### src/rtl/pipeline_hazard_ctrl.sv
// Pipeline hazard controller: RAW stall, redirect flush and saturating perf counters.
// Latency: stall/bubble/flush outputs are combinational in the hazard cycle; state is registered.
// Backpressure: raw holds PC and IF/ID and bubbles ID/EX; a redirect or FLUSH state overrides the stall.
module pipeline_hazard_ctrl (
  input  logic        clk,
  input  logic        rst,
  input  logic [31:0] id_inst,
  input  logic [4:0]  ex_rd,
  input  logic [4:0]  mem_rd,
  input  logic [4:0]  wb_rd,
  input  logic        ex_wen,
  input  logic        mem_wen,
  input  logic        wb_wen,
  input  logic        ex_redirect,
  output logic        stall_if,
  output logic        stall_id,
  output logic        bubble_ex,
  output logic        flush_id,
  output logic [1:0]  state,
  output logic [15:0] stall_cnt,
  output logic [15:0] flush_cnt
);

  typedef enum logic [1:0] {
    ST_RUN   = 2'b00,
    ST_STALL = 2'b01,
    ST_FLUSH = 2'b10
  } state_t;

  state_t      r_state;
  logic        r_fcnt;
  logic [15:0] r_stall_cnt;
  logic [15:0] r_flush_cnt;

  logic [6:0]  w_opcode;
  logic [4:0]  w_rs1;
  logic [4:0]  w_rs2;
  logic        w_rs1_used;
  logic        w_rs2_used;
  logic        w_rs1_hit;
  logic        w_rs2_hit;
  logic        w_raw;
  logic        w_in_flush;
  logic        w_stall;
  logic        w_flush;
  logic        w_unused_inst;

  assign w_opcode = id_inst[6:0];
  assign w_rs1    = id_inst[19:15];
  assign w_rs2    = id_inst[24:20];

  // Only the opcode and the two source fields matter for hazard detection.
  assign w_unused_inst = ^{id_inst[31:25], id_inst[14:7]};

  // Decode which source operands the instruction in ID actually reads.
  always_comb begin
    w_rs1_used = 1'b0;
    w_rs2_used = 1'b0;
    case (w_opcode)
      7'b0110011: begin w_rs1_used = 1'b1; w_rs2_used = 1'b1; end // R-type
      7'b0010011: begin w_rs1_used = 1'b1; end                    // OP-IMM
      7'b0000011: begin w_rs1_used = 1'b1; end                    // load
      7'b0100011: begin w_rs1_used = 1'b1; w_rs2_used = 1'b1; end // store
      7'b1100011: begin w_rs1_used = 1'b1; w_rs2_used = 1'b1; end // branch
      7'b1100111: begin w_rs1_used = 1'b1; end                    // jalr
      default:    begin w_rs1_used = 1'b0; w_rs2_used = 1'b0; end
    endcase
  end

  // RAW against any writing stage; WB counts because the regfile writes on the same edge. x0 never hazards.
  always_comb begin
    w_rs1_hit = 1'b0;
    w_rs2_hit = 1'b0;
    if (w_rs1_used && (w_rs1 != 5'd0)) begin
      w_rs1_hit = (ex_wen  && (ex_rd  == w_rs1)) ||
                  (mem_wen && (mem_rd == w_rs1)) ||
                  (wb_wen  && (wb_rd  == w_rs1));
    end
    if (w_rs2_used && (w_rs2 != 5'd0)) begin
      w_rs2_hit = (ex_wen  && (ex_rd  == w_rs2)) ||
                  (mem_wen && (mem_rd == w_rs2)) ||
                  (wb_wen  && (wb_rd  == w_rs2));
    end
  end

  assign w_raw      = w_rs1_hit || w_rs2_hit;
  assign w_in_flush = (r_state == ST_FLUSH);

  // A flush (redirect now or FLUSH state) always wins over a stall.
  assign w_flush = ex_redirect || w_in_flush;
  assign w_stall = w_raw && !ex_redirect && !w_in_flush;

  assign stall_if  = w_stall;
  assign stall_id  = w_stall;
  assign flush_id  = w_flush;
  assign bubble_ex = w_flush || w_raw;
  assign state     = r_state;
  assign stall_cnt = r_stall_cnt;
  assign flush_cnt = r_flush_cnt;

  // FSM: redirect -> FLUSH for two cycles after the redirect cycle, RAW -> STALL until it clears.
  always_ff @(posedge clk or posedge rst) begin
    if (rst) begin
      r_state <= ST_RUN;
      r_fcnt  <= 1'b0;
    end else if (ex_redirect) begin
      r_state <= ST_FLUSH;
      r_fcnt  <= 1'b1;
    end else begin
      case (r_state)
        ST_RUN:   r_state <= w_raw ? ST_STALL : ST_RUN;
        ST_STALL: r_state <= w_raw ? ST_STALL : ST_RUN;
        ST_FLUSH: begin
          if (r_fcnt) begin
            r_fcnt <= 1'b0;
          end else begin
            r_state <= w_raw ? ST_STALL : ST_RUN;
          end
        end
        default:  r_state <= ST_RUN;
      endcase
    end
  end

  // Saturating performance counters for stall and flush cycles.
  always_ff @(posedge clk or posedge rst) begin
    if (rst) begin
      r_stall_cnt <= 16'd0;
      r_flush_cnt <= 16'd0;
    end else begin
      if (w_stall && (r_stall_cnt != 16'hFFFF)) begin
        r_stall_cnt <= r_stall_cnt + 16'd1;
      end
      if (w_flush && (r_flush_cnt != 16'hFFFF)) begin
        r_flush_cnt <= r_flush_cnt + 16'd1;
      end
    end
  end

endmodule

### config.mk
export PLATFORM = sky130hd
export DESIGN_NAME = pipeline_hazard_ctrl
export DESIGN_NICKNAME = d
export VERILOG_FILES = /design/src/rtl/pipeline_hazard_ctrl.sv
export SDC_FILE = /design/constraint.sdc
export NUM_CORES = 1
export LEC_CHECK = 0
export CORE_MARGIN = 4
export CORE_UTILIZATION = 39
export CTS_BUF_LIST = sky130_fd_sc_hd__clkbuf_2
export DETAILED_ROUTE_END_ITERATION = 8
export HOLD_SLACK_MARGIN = 0.12
export PLACE_DENSITY = 0.76
export SYNTH_ARGS = -nofsm -noshare
export SYNTH_HDL_FRONTEND = slang
export SYNTH_SLANG_ARGS = --single-unit
### constraint.sdc
create_clock -name clk -period 2.4 [get_ports clk]
set_clock_uncertainty 0.1 [all_clocks]
set_input_delay 0.48 -clock clk [delete_from_list [all_inputs] [get_ports clk]]
set_output_delay 0.48 -clock clk [all_outputs]
set_load 0.05 [all_outputs]
==> results.sh, run 1 <==
export IMPL_critPathKind="in -> out"
export IMPL_synth_top_area_share_pct=41.9
export IMPL_cts_clk_slew_worst_paths_ns=0.18
export IMPL_cts_htree_levels=2
export IMPL_cpMaxStageDelayCell="nor4_1"
export IMPL_avgRoutedWirePerCell_um=13.6
export IMPL_hold_path_class="in -> async"
export IMPL_boundaryPins=91
export IMPL_fin_cells=377
export IMPL_antenna_cells=0
export IMPL_path_cells="clkdlybuf4s15_1, xor2_1, nor4_1, nand3_1, and3_4, nand2b_4, and2_4, nor2_4, buf_12"
export IMPL_synth_top_area_cell="dfrtp_1"
export IMPL_rows=26
export IMPL_reg2reg_slack_ns=0.05
export IMPL_vias=1824
export IMPL_grt_setup_unrepaired="yes"
export IMPL_violations="negative setup slack"
export IMPL_synthCells=195
export IMPL_drive_gt1_share_pct=31.3
export IMPL_status="finished with violations"
export IMPL_portBuffers=75
export IMPL_worstMarginPinSlew_ns=0.527
export IMPL_dp_slack_ns=-0.602
export IMPL_dieArea_sq_um=6590
export IMPL_syn_area_sq_um=2090
export IMPL_worstPathRequired_ns=1.82
export IMPL_grt_pass1_wl_mm=8.07
export IMPL_peakVddDrop_mv=0.423
export IMPL_dieWidth_um=81.2
export IMPL_power_leakage_nw=1.43
export IMPL_synthDistinctLibCells=35
export IMPL_cts_tree="done"
export IMPL_drc=0
export IMPL_path_buf_inv=2
export IMPL_wl_met2_mm=2.65
export IMPL_drv_cap=0
export IMPL_top_layer="met4"
export IMPL_die_h_um=81.2
export IMPL_antenna_found_initial=0
export IMPL_ys_seq_area_share_pct=41.9
export IMPL_setup_tns_final_ns=-0.460
export IMPL_cp_max_fo=3
export IMPL_fin_area_sq_um=3240
export IMPL_cts_buffers=5
export IMPL_met1_length_mm=2.09
export IMPL_power_density_nw_per_um2=521
export IMPL_synth_edf_count=0
export IMPL_critPathTopFamily="simple AND/OR/NAND/NOR gates"
export IMPL_slowest_delay_ns=0.25
export IMPL_cp_data_arrival_time_ns=1.99
export IMPL_synthTopCellsByCount="35 x dfrtp_1, 32 x xor2_1, 28 x xnor2_1, 17 x nand3_1, 14 x nand2_1"
export IMPL_end_kind="primary output"
export IMPL_first_pass_iters=4
export IMPL_dpl_hpwl_mm=4.13
export IMPL_finalWeightedCongestion=0.850
export IMPL_ys_warn_count=0
export IMPL_core_area_sq_um=5140
export IMPL_syn_area_per_cell_sq_um=10.7
export IMPL_crit_path_start_kind="input port"
export IMPL_cts_sinks=35
export IMPL_final_util_pct=63.0
export IMPL_period_share_pct=107
export IMPL_cts_root_buffer="clkbuf_2"
export IMPL_grt_max_degree=14
export IMPL_wirelength_mm=5.11
export IMPL_fmax_mhz=389
export IMPL_place_inst=365
export IMPL_ctsLongestPathBuffers=2
export IMPL_relSlewSlack_pct=64.8
export IMPL_viasPerCell=4.84
export IMPL_synthFlopType="dfrtp_1"
export IMPL_ant_nets=0
export IMPL_synth_nets=250
export IMPL_holdBufCountCts=0
export IMPL_grt_usage_pct=15.8
export IMPL_whs_ns=0.260
export IMPL_area_delta_synth_final_pct=55.1
export IMPL_yosysMostFrequentCell="dfrtp_1"
export IMPL_worstSkewPairLatency_ns=0.38
export IMPL_synthArstFlopShare_pct=100
export IMPL_num_nets_final=361
export IMPL_start_util_pct=40.7
export IMPL_finalPower_mw=1.69
export IMPL_finalHoldViolCount=0
export IMPL_fin_ws_ns=-0.174
export IMPL_place_area_sq_um=3160
export IMPL_drt_iter0_drc=49
export IMPL_wl_met3_um=294
export IMPL_overflow=0
export IMPL_grt_pass1_vias=1769
export IMPL_min_period_ns=2.57
export IMPL_synth_seq_cells=35
export IMPL_synth_area_leaders="dfrtp_1 42%, xor2_1 13%, xnor2_1 12%"
export IMPL_setup_viol=3
export IMPL_final_max_slew_viol_count=0
==> worst paths after layout <==
path	from	to	depth (start not counted)
setup reg to reg	stall_cnt[1]$_DFFE_PP0P_	stall_cnt[14]$_DFFE_PP0P_	9
setup / recovery	ex_rd[4]	stall_id	9
max in group asynchronous	rst	stall_cnt[10]$_DFFE_PP0P_	3
hold / removal	rst	flush_cnt[9]$_DFFE_PP0P_	2
hold reg to reg	r_fcnt$_DFFE_PP0P_	r_fcnt$_DFFE_PP0P_	1
min in group clk	r_fcnt$_DFFE_PP0P_	r_fcnt$_DFFE_PP0P_	1
==> repair_timing <==
| item | 4_1_cts | 5_1_grt |
|---|---|---|
| gates resized for setup | 77 | 33 |
| setup endpoints to repair | 8 | 14 |
| pin swaps | 18 | 20 |
| buffers inserted | 1 | 3 |
| cloned | 0 | 0 |
==> layer usage <==
| layer | global-route usage, % | vias to the layer above |
|---|---|---|
| met5 | 0 | - |
| met4 | 4.56 | 0 |
| met3 | 3.99 | 7 |
| met2 | 28.1 | 48 |
| met1 | 18.7 | 854 |
| li1 | - | 915 |
==> worst reg2reg max path, stage by stage (launching register included) <==
cell     delay, ns
dfrtp_2       0.45
ha_1          0.20
and3_1        0.23
and4_2        0.29
a41oi_2       0.22
nand2_1       0.12
o22ai_4       0.23
buf_4         0.16
nand3_1       0.09
xnor2_1       0.14
==> where the power goes <==
| group | internal [mW] | switching [mW] |
|---|---|---|
| clock network | 0.0649 | 0.197 |
| registers | 0.660 | 0.0890 |
| logic | 0.277 | 0.401 |
| total | 1.00 | 0.687 |
==> state kept, by name, summed over array words and instances (netlist names) <==
register,flops
state,2
stall_cnt,16
flush_cnt,16
r_fcnt,1
==> layout by cell type, fill, tap and decap left out, drive strengths merged <==
cell type and instances:
and3b 1, nand3 17, a41oi 2, dlymetal6s2s 1, dfrtp 35, xnor2 28, dlygate4sd2 5, ha 2
and4 5, nor2b 1, buf 47, a211oi 4, and2 2, clkbuf 15, a2111oi 4, clkinvlp 1
nand2b 4, clkinv 2, inv 5, mux2 2, clkdlybuf4s50 40, a21o 2, nor2 4, clkdlybuf4s15 5
o21a 1, o22ai 2, nand2 14, xor2 32, nor3 1, or4 2, and3 8, nor4 6
nand4 7
==> cell families after synthesis <==
kind of cell | share of synthesized area, %
compound gates | 7.25
buf+inv | 2.69
fa+ha+maj | 1.20
flops | 41.9
mux | 1.08
simple gates | 20.7
xor+xnor | 25.1
==> cell type report <==
type	instances	area [sq um]
clock inverter	3	15.0
fill	456	1900
timing repair buffer	108	950
inverter	5	18.8
clock buffer	5	25.0
multi-input combinational	151	1260
sequential	35	882
tap	70	87.6
No activity file was read; power rests on OpenSTA's default activity.
==> run 2, diff against run 1 <==
--- a/config.mk
+++ b/config.mk
@@ -6,11 +6,11 @@
 export NUM_CORES = 1
 export LEC_CHECK = 0
 export CORE_MARGIN = 4
-export CORE_UTILIZATION = 39
+export CORE_UTILIZATION = 29
 export CTS_BUF_LIST = sky130_fd_sc_hd__clkbuf_2
 export DETAILED_ROUTE_END_ITERATION = 8
 export HOLD_SLACK_MARGIN = 0.12
-export PLACE_DENSITY = 0.76
+export PLACE_DENSITY = 0.59
 export SYNTH_ARGS = -nofsm -noshare
 export SYNTH_HDL_FRONTEND = slang
 export SYNTH_SLANG_ARGS = --single-unit
==> results.sh, run 2 (synthesis results as in run 1) <==
export IMPL_drv_cap=0
export IMPL_final_cell_mix="37 x buf_4, 37 x clkdlybuf4s50_1, 30 x xor2_1, 30 x dfrtp_1, 28 x xnor2_1"
export IMPL_grt_usage_pct=13.1
export IMPL_finalWeightedCongestion=0.812
export IMPL_cp_max_fo=3
export IMPL_worstPathRequired_ns=1.82
export IMPL_overflow=0
export IMPL_final_util_pct=48.5
export IMPL_first_pass_iters=4
export IMPL_holdBufCountCts=0
export IMPL_ant_nets=0
export IMPL_ctsLongestPathBuffers=2
export IMPL_drt_iter0_drc=50
export IMPL_rows=30
export IMPL_status="finished with violations"
export IMPL_end_kind="primary output"
export IMPL_cts_tree="done"
export IMPL_setup_viol=3
export IMPL_dieArea_sq_um=8630
export IMPL_portBuffers=75
export IMPL_cts_buffers=5
export IMPL_critPathKind="in -> out"
export IMPL_crit_path_start_kind="input port"
export IMPL_avgRoutedWirePerCell_um=13.7
export IMPL_grt_max_degree=36
export IMPL_finalHoldViolCount=0
export IMPL_grt_setup_unrepaired="yes"
export IMPL_multi_input_area_sq_um=1310
export IMPL_num_nets_final=363
export IMPL_area_delta_synth_final_pct=60.2
export IMPL_peakVddDrop_mv=0.212
export IMPL_worstReg2RegStart="stall_cnt[1]$_DFFE_PP0P_"
export IMPL_grt_pass1_vias=1860
export IMPL_relSlewSlack_pct=64.6
export IMPL_cts_clk_slew_worst_paths_ns=0.18
export IMPL_start_util_pct=30.3
export IMPL_fillers=652
export IMPL_hold_path_class="in -> async"
export IMPL_reg2reg_slack_ns=0.14
export IMPL_cts_root_buffer="clkbuf_2"
export IMPL_fin_area_sq_um=3350
export IMPL_boundaryPins=91
export IMPL_fin_ws_ns=-0.155
export IMPL_cp_data_arrival_time_ns=1.97
export IMPL_power_leakage_nw=1.49
export IMPL_antenna_cells=0
export IMPL_cts_sinks=35
export IMPL_cts_htree_levels=2
export IMPL_core_area_sq_um=6910
export IMPL_fmax_mhz=391
export IMPL_drive_gt1_share_pct=35.9
export IMPL_worstSkewPairLatency_ns=0.38
export IMPL_dieWidth_um=92.9
export IMPL_final_max_slew_viol_count=0
export IMPL_vias=1840
export IMPL_wirelength_mm=5.54
export IMPL_violations="negative setup slack"
export IMPL_dp_slack_ns=-0.636
export IMPL_grt_pass1_wl_mm=8.97
export IMPL_drc=0
export IMPL_seq_area_sq_um=882
export IMPL_antenna_found_initial=0
export IMPL_finalPower_mw=1.73
export IMPL_dpl_hpwl_mm=4.34
export IMPL_place_area_sq_um=3200
export IMPL_period_share_pct=106
export IMPL_viasPerCell=4.54
export IMPL_rr_endpoint="stall_cnt[1]$_DFFE_PP0P_"
export IMPL_ff2ff_path_depth=8
export IMPL_min_period_ns=2.55
export IMPL_worstMarginPinSlew_ns=0.530
export IMPL_die_h_um=92.9
export IMPL_power_density_nw_per_um2=517
## run 2: repair_timing
| action | in CTS | in global routing |
|---|---|---|
| pin swaps | 21 | 17 |
| resized for setup | 114 | 33 |
| buffers inserted | 3 | 3 |
| cloned | 0 | 0 |
| endpoints found under the setup margin | 7 | 13 |
## run 2: final cells by class
class                      instances  area share, %
multi-input combinational        151           39.2
timing repair buffer             110           29.1
sequential                        35           26.3
tap                               96           3.59
clock buffer                       7           1.05
inverter                           5          0.561
clock inverter                     1          0.149
## run 2: critical path: stages
cell and delay, ns:
buf_8 0.10, xor2_2 0.17, nor4_2 0.29, nand3_1 0.12, and3_4 0.19, nand2b_4 0.13
and2_4 0.17, nor2_4 0.17, buf_12 0.16
## run 2: stage by stage
stage / TNS (ns) / hold slack, ns / cells
after floorplan: -0.205 / 0.350 / 195
after global placement: -8.86 / 0.364 / 392
after detailed placement: -8.31 / 0.379 / 392
after CTS: -0.456 / 0.364 / 402
after global routing: -0.616 / 0.369 / 405
final: -0.407 / 0.367 / 405
## run 2: worst max-delay path by stage
stage | start | end | slack [ns] | cells after the start
after CTS | id_inst[20] | stall_id | -0.17 | 9
final | id_inst[22] | stall_if | -0.15 | 9
after global placement | id_inst[21] | stall_if | -0.66 | 9
after detailed placement | id_inst[21] | stall_id | -0.64 | 9
after global routing | id_inst[22] | stall_id | -0.23 | 9
after floorplan | ex_rd[1] | stall_if | -0.17 | 8
## run 2: per-layer routing
metal  track usage, %  wire length (um)
met5                0                 0
met4             4.03                68
met3             3.82               338
met2             21.7              2750
met1             16.5              2380
## run 2: power breakdown
part	switching [mW]	internal, mW
Combinational	0.417	0.291
Sequential	0.0767	0.660
Clock	0.209	0.0796
Total	0.702	1.03
==> run 3, diff against run 2 <==
--- a/config.mk
+++ b/config.mk
@@ -5,7 +5,6 @@
 export SDC_FILE = /design/constraint.sdc
 export NUM_CORES = 1
 export LEC_CHECK = 0
-export CORE_MARGIN = 4
 export CORE_UTILIZATION = 29
 export CTS_BUF_LIST = sky130_fd_sc_hd__clkbuf_2
 export DETAILED_ROUTE_END_ITERATION = 8
==> results.sh, run 3 (synthesis results as in run 1) <==
export IMPL_status="finished with violations"
export IMPL_violations="negative setup slack"
export IMPL_first_pass_iters=4
export IMPL_drt_iter0_drc=42
export IMPL_seqPwrFrac_pct=43.5
export IMPL_slowest_delay_ns=0.30
export IMPL_peakVddDrop_mv=0.190
export IMPL_power_net_switching_mw=0.710
export IMPL_vias=1860
export IMPL_fin_ws_ns=-0.187
export IMPL_worstPathRequired_ns=1.82
export IMPL_drive_gt1_share_pct=36.5
export IMPL_cts_buffers=5
export IMPL_portBuffers=75
export IMPL_cp_data_arrival_time_ns=2.01
export IMPL_cts_clk_slew_worst_paths_ns=0.20
export IMPL_multi_input_area_sq_um=1310
export IMPL_cts_tree="done"
export IMPL_ant_nets=0
export IMPL_grt_pass1_vias=1866
export IMPL_fmax_mhz=387
export IMPL_wirelength_mm=5.51
export IMPL_num_nets_final=364
export IMPL_die_h_um=86.9
export IMPL_dpl_hpwl_mm=4.20
export IMPL_power_density_nw_per_um2=515
export IMPL_cp_max_fo=3
export IMPL_fillers=671
export IMPL_rows=30
export IMPL_grt_pass1_wl_mm=8.90
export IMPL_cts_sinks=35
export IMPL_seq_area_sq_um=882
export IMPL_hold_path_class="in -> async"
export IMPL_mostFrequentLayoutCell="buf_4"
export IMPL_path_cells="buf_2, xor2_1, nor4_2, nand3_1, and3_4, nand2b_4, and2_4, buf_4, nand2_4, buf_12"
export IMPL_start_util_pct=30.4
export IMPL_core_area_sq_um=6870
export IMPL_final_max_slew_viol_count=0
export IMPL_cpMaxStageDelayCell="nor4_2"
export IMPL_period_share_pct=108
export IMPL_end_kind="primary output"
export IMPL_cts_root_buffer="clkbuf_2"
export IMPL_relSlewSlack_pct=64.4
export IMPL_finalPower_mw=1.73
export IMPL_setup_viol=3
export IMPL_overflow=0
export IMPL_drv_cap=0
export IMPL_critPathKind="in -> out"
export IMPL_antenna_found_initial=0
export IMPL_worstSkewPairLatency_ns=0.37
export IMPL_boundaryPins=91
export IMPL_dieWidth_um=86.9
export IMPL_worstMarginPinSlew_ns=0.532
export IMPL_avgRoutedWirePerCell_um=13.6
export IMPL_grt_max_degree=36
export IMPL_grt_setup_unrepaired="yes"
export IMPL_dp_slack_ns=-0.695
export IMPL_p_sw_share_pct=41.0
export IMPL_area_delta_synth_final_pct=60.6
export IMPL_comb_power_share_pct=40.1
export IMPL_grt_usage_pct=15.2
export IMPL_final_util_pct=48.9
export IMPL_antenna_cells=0
export IMPL_dieArea_sq_um=7550
export IMPL_min_period_ns=2.59
export IMPL_viasPerCell=4.58
export IMPL_crit_path_start_kind="input port"
export IMPL_whs_ns=0.370
export IMPL_final_cell_mix="39 x buf_4, 38 x clkdlybuf4s50_1, 30 x dfrtp_1, 28 x xor2_1, 27 x xnor2_1"
export IMPL_finalHoldViolCount=0
export IMPL_power_leakage_nw=1.47
export IMPL_ctsLongestPathBuffers=2
export IMPL_drc=0
export IMPL_p_int_mw=1.02
export IMPL_finalWeightedCongestion=0.847
export IMPL_setup_tns_final_ns=-0.536
export IMPL_cts_htree_levels=2
export IMPL_clock_power_share_pct=16.4
[run 3: changes by cell type in the layout (fill, tap and decap cells not counted), moves of 2 or more]
| cell | change |
|---|---|
| buf_6 | +2 |
| xor2_2 | +2 |
| dlymetal6s2s_1 | -3 |
| dlygate4sd2_1 | +2 |
| buf_4 | +2 |
| buf_2 | -3 |
| xor2_1 | -2 |
[run 3: worst paths after layout]
kind	startpoint	endpoint	slack, ns	depth (start not counted)
setup / recovery	wb_rd[1]	bubble_ex	-0.19	10
hold / removal	rst	flush_cnt[10]$_DFFE_PP0P_	0.37	3
setup reg to reg	stall_cnt[1]$_DFFE_PP0P_	stall_cnt[7]$_DFFE_PP0P_	0.15	8
hold reg to reg	flush_cnt[12]$_DFFE_PP0P_	flush_cnt[12]$_DFFE_PP0P_	0.40	1
max in group asynchronous	rst	stall_cnt[1]$_DFFE_PP0P_	1.49	3
min in group clk	flush_cnt[12]$_DFFE_PP0P_	flush_cnt[12]$_DFFE_PP0P_	0.40	1
[run 3: routing by layer]
metal / up-vias / GRT usage, % / routed length [um]
li1: 913 / - / -
met1: 892 / 18.0 / 2300
met2: 51 / 27.5 / 2890
met3: 4 / 4.45 / 295
met4: 0 / 2.73 / 32
met5: - / 0 / 0
[run 3: final cells by class]
cell class	instances	share of cell area [%]
Clock buffer	6	0.895
Timing Repair Buffer	111	29.2
Inverter	5	0.559
Clock inverter	2	0.373
Tap cell	96	3.58
Sequential cell	35	26.3
Multi-Input combinational cell	151	39.1
[run 3: metrics by stage]
step	cells	area [sq um]
floorplan	195	2120
global placement	391	3200
detailed placement	391	3200
CTS	403	3270
global route	406	3360
finish	406	3360
[run 3: what timing repair did]
item | CTS | global route
gates resized for setup | 130 | 18
hold buffers | 0 | 0
buffers inserted | 4 | 3
cloned | 0 | 0
setup endpoints to repair | 12 | 16
pin swaps | 23 | 10
[run 3: power by group through the flow]
| stage | clock network [mW] | registers, mW | logic [mW] |
|---|---|---|---|
| 6_report | 0.283 | 0.752 | 0.693 |
| 5_1_grt | 0.322 | 0.767 | 0.734 |
| 4_1_cts | 0.296 | 0.754 | 0.689 |
| 3_5_place_dp | 0 | 0.764 | 0.684 |
| 3_3_place_gp | 0 | 0.763 | 0.682 |
| 2_1_floorplan | 0 | 0.966 | 0.204 |
[run 3: critical path, delay by kind of cell]
kind,cells,cell delay (ns)
XOR/XNOR,1,0.17
buffers and inverters,3,0.39
AND/OR/NAND/NOR,6,0.96
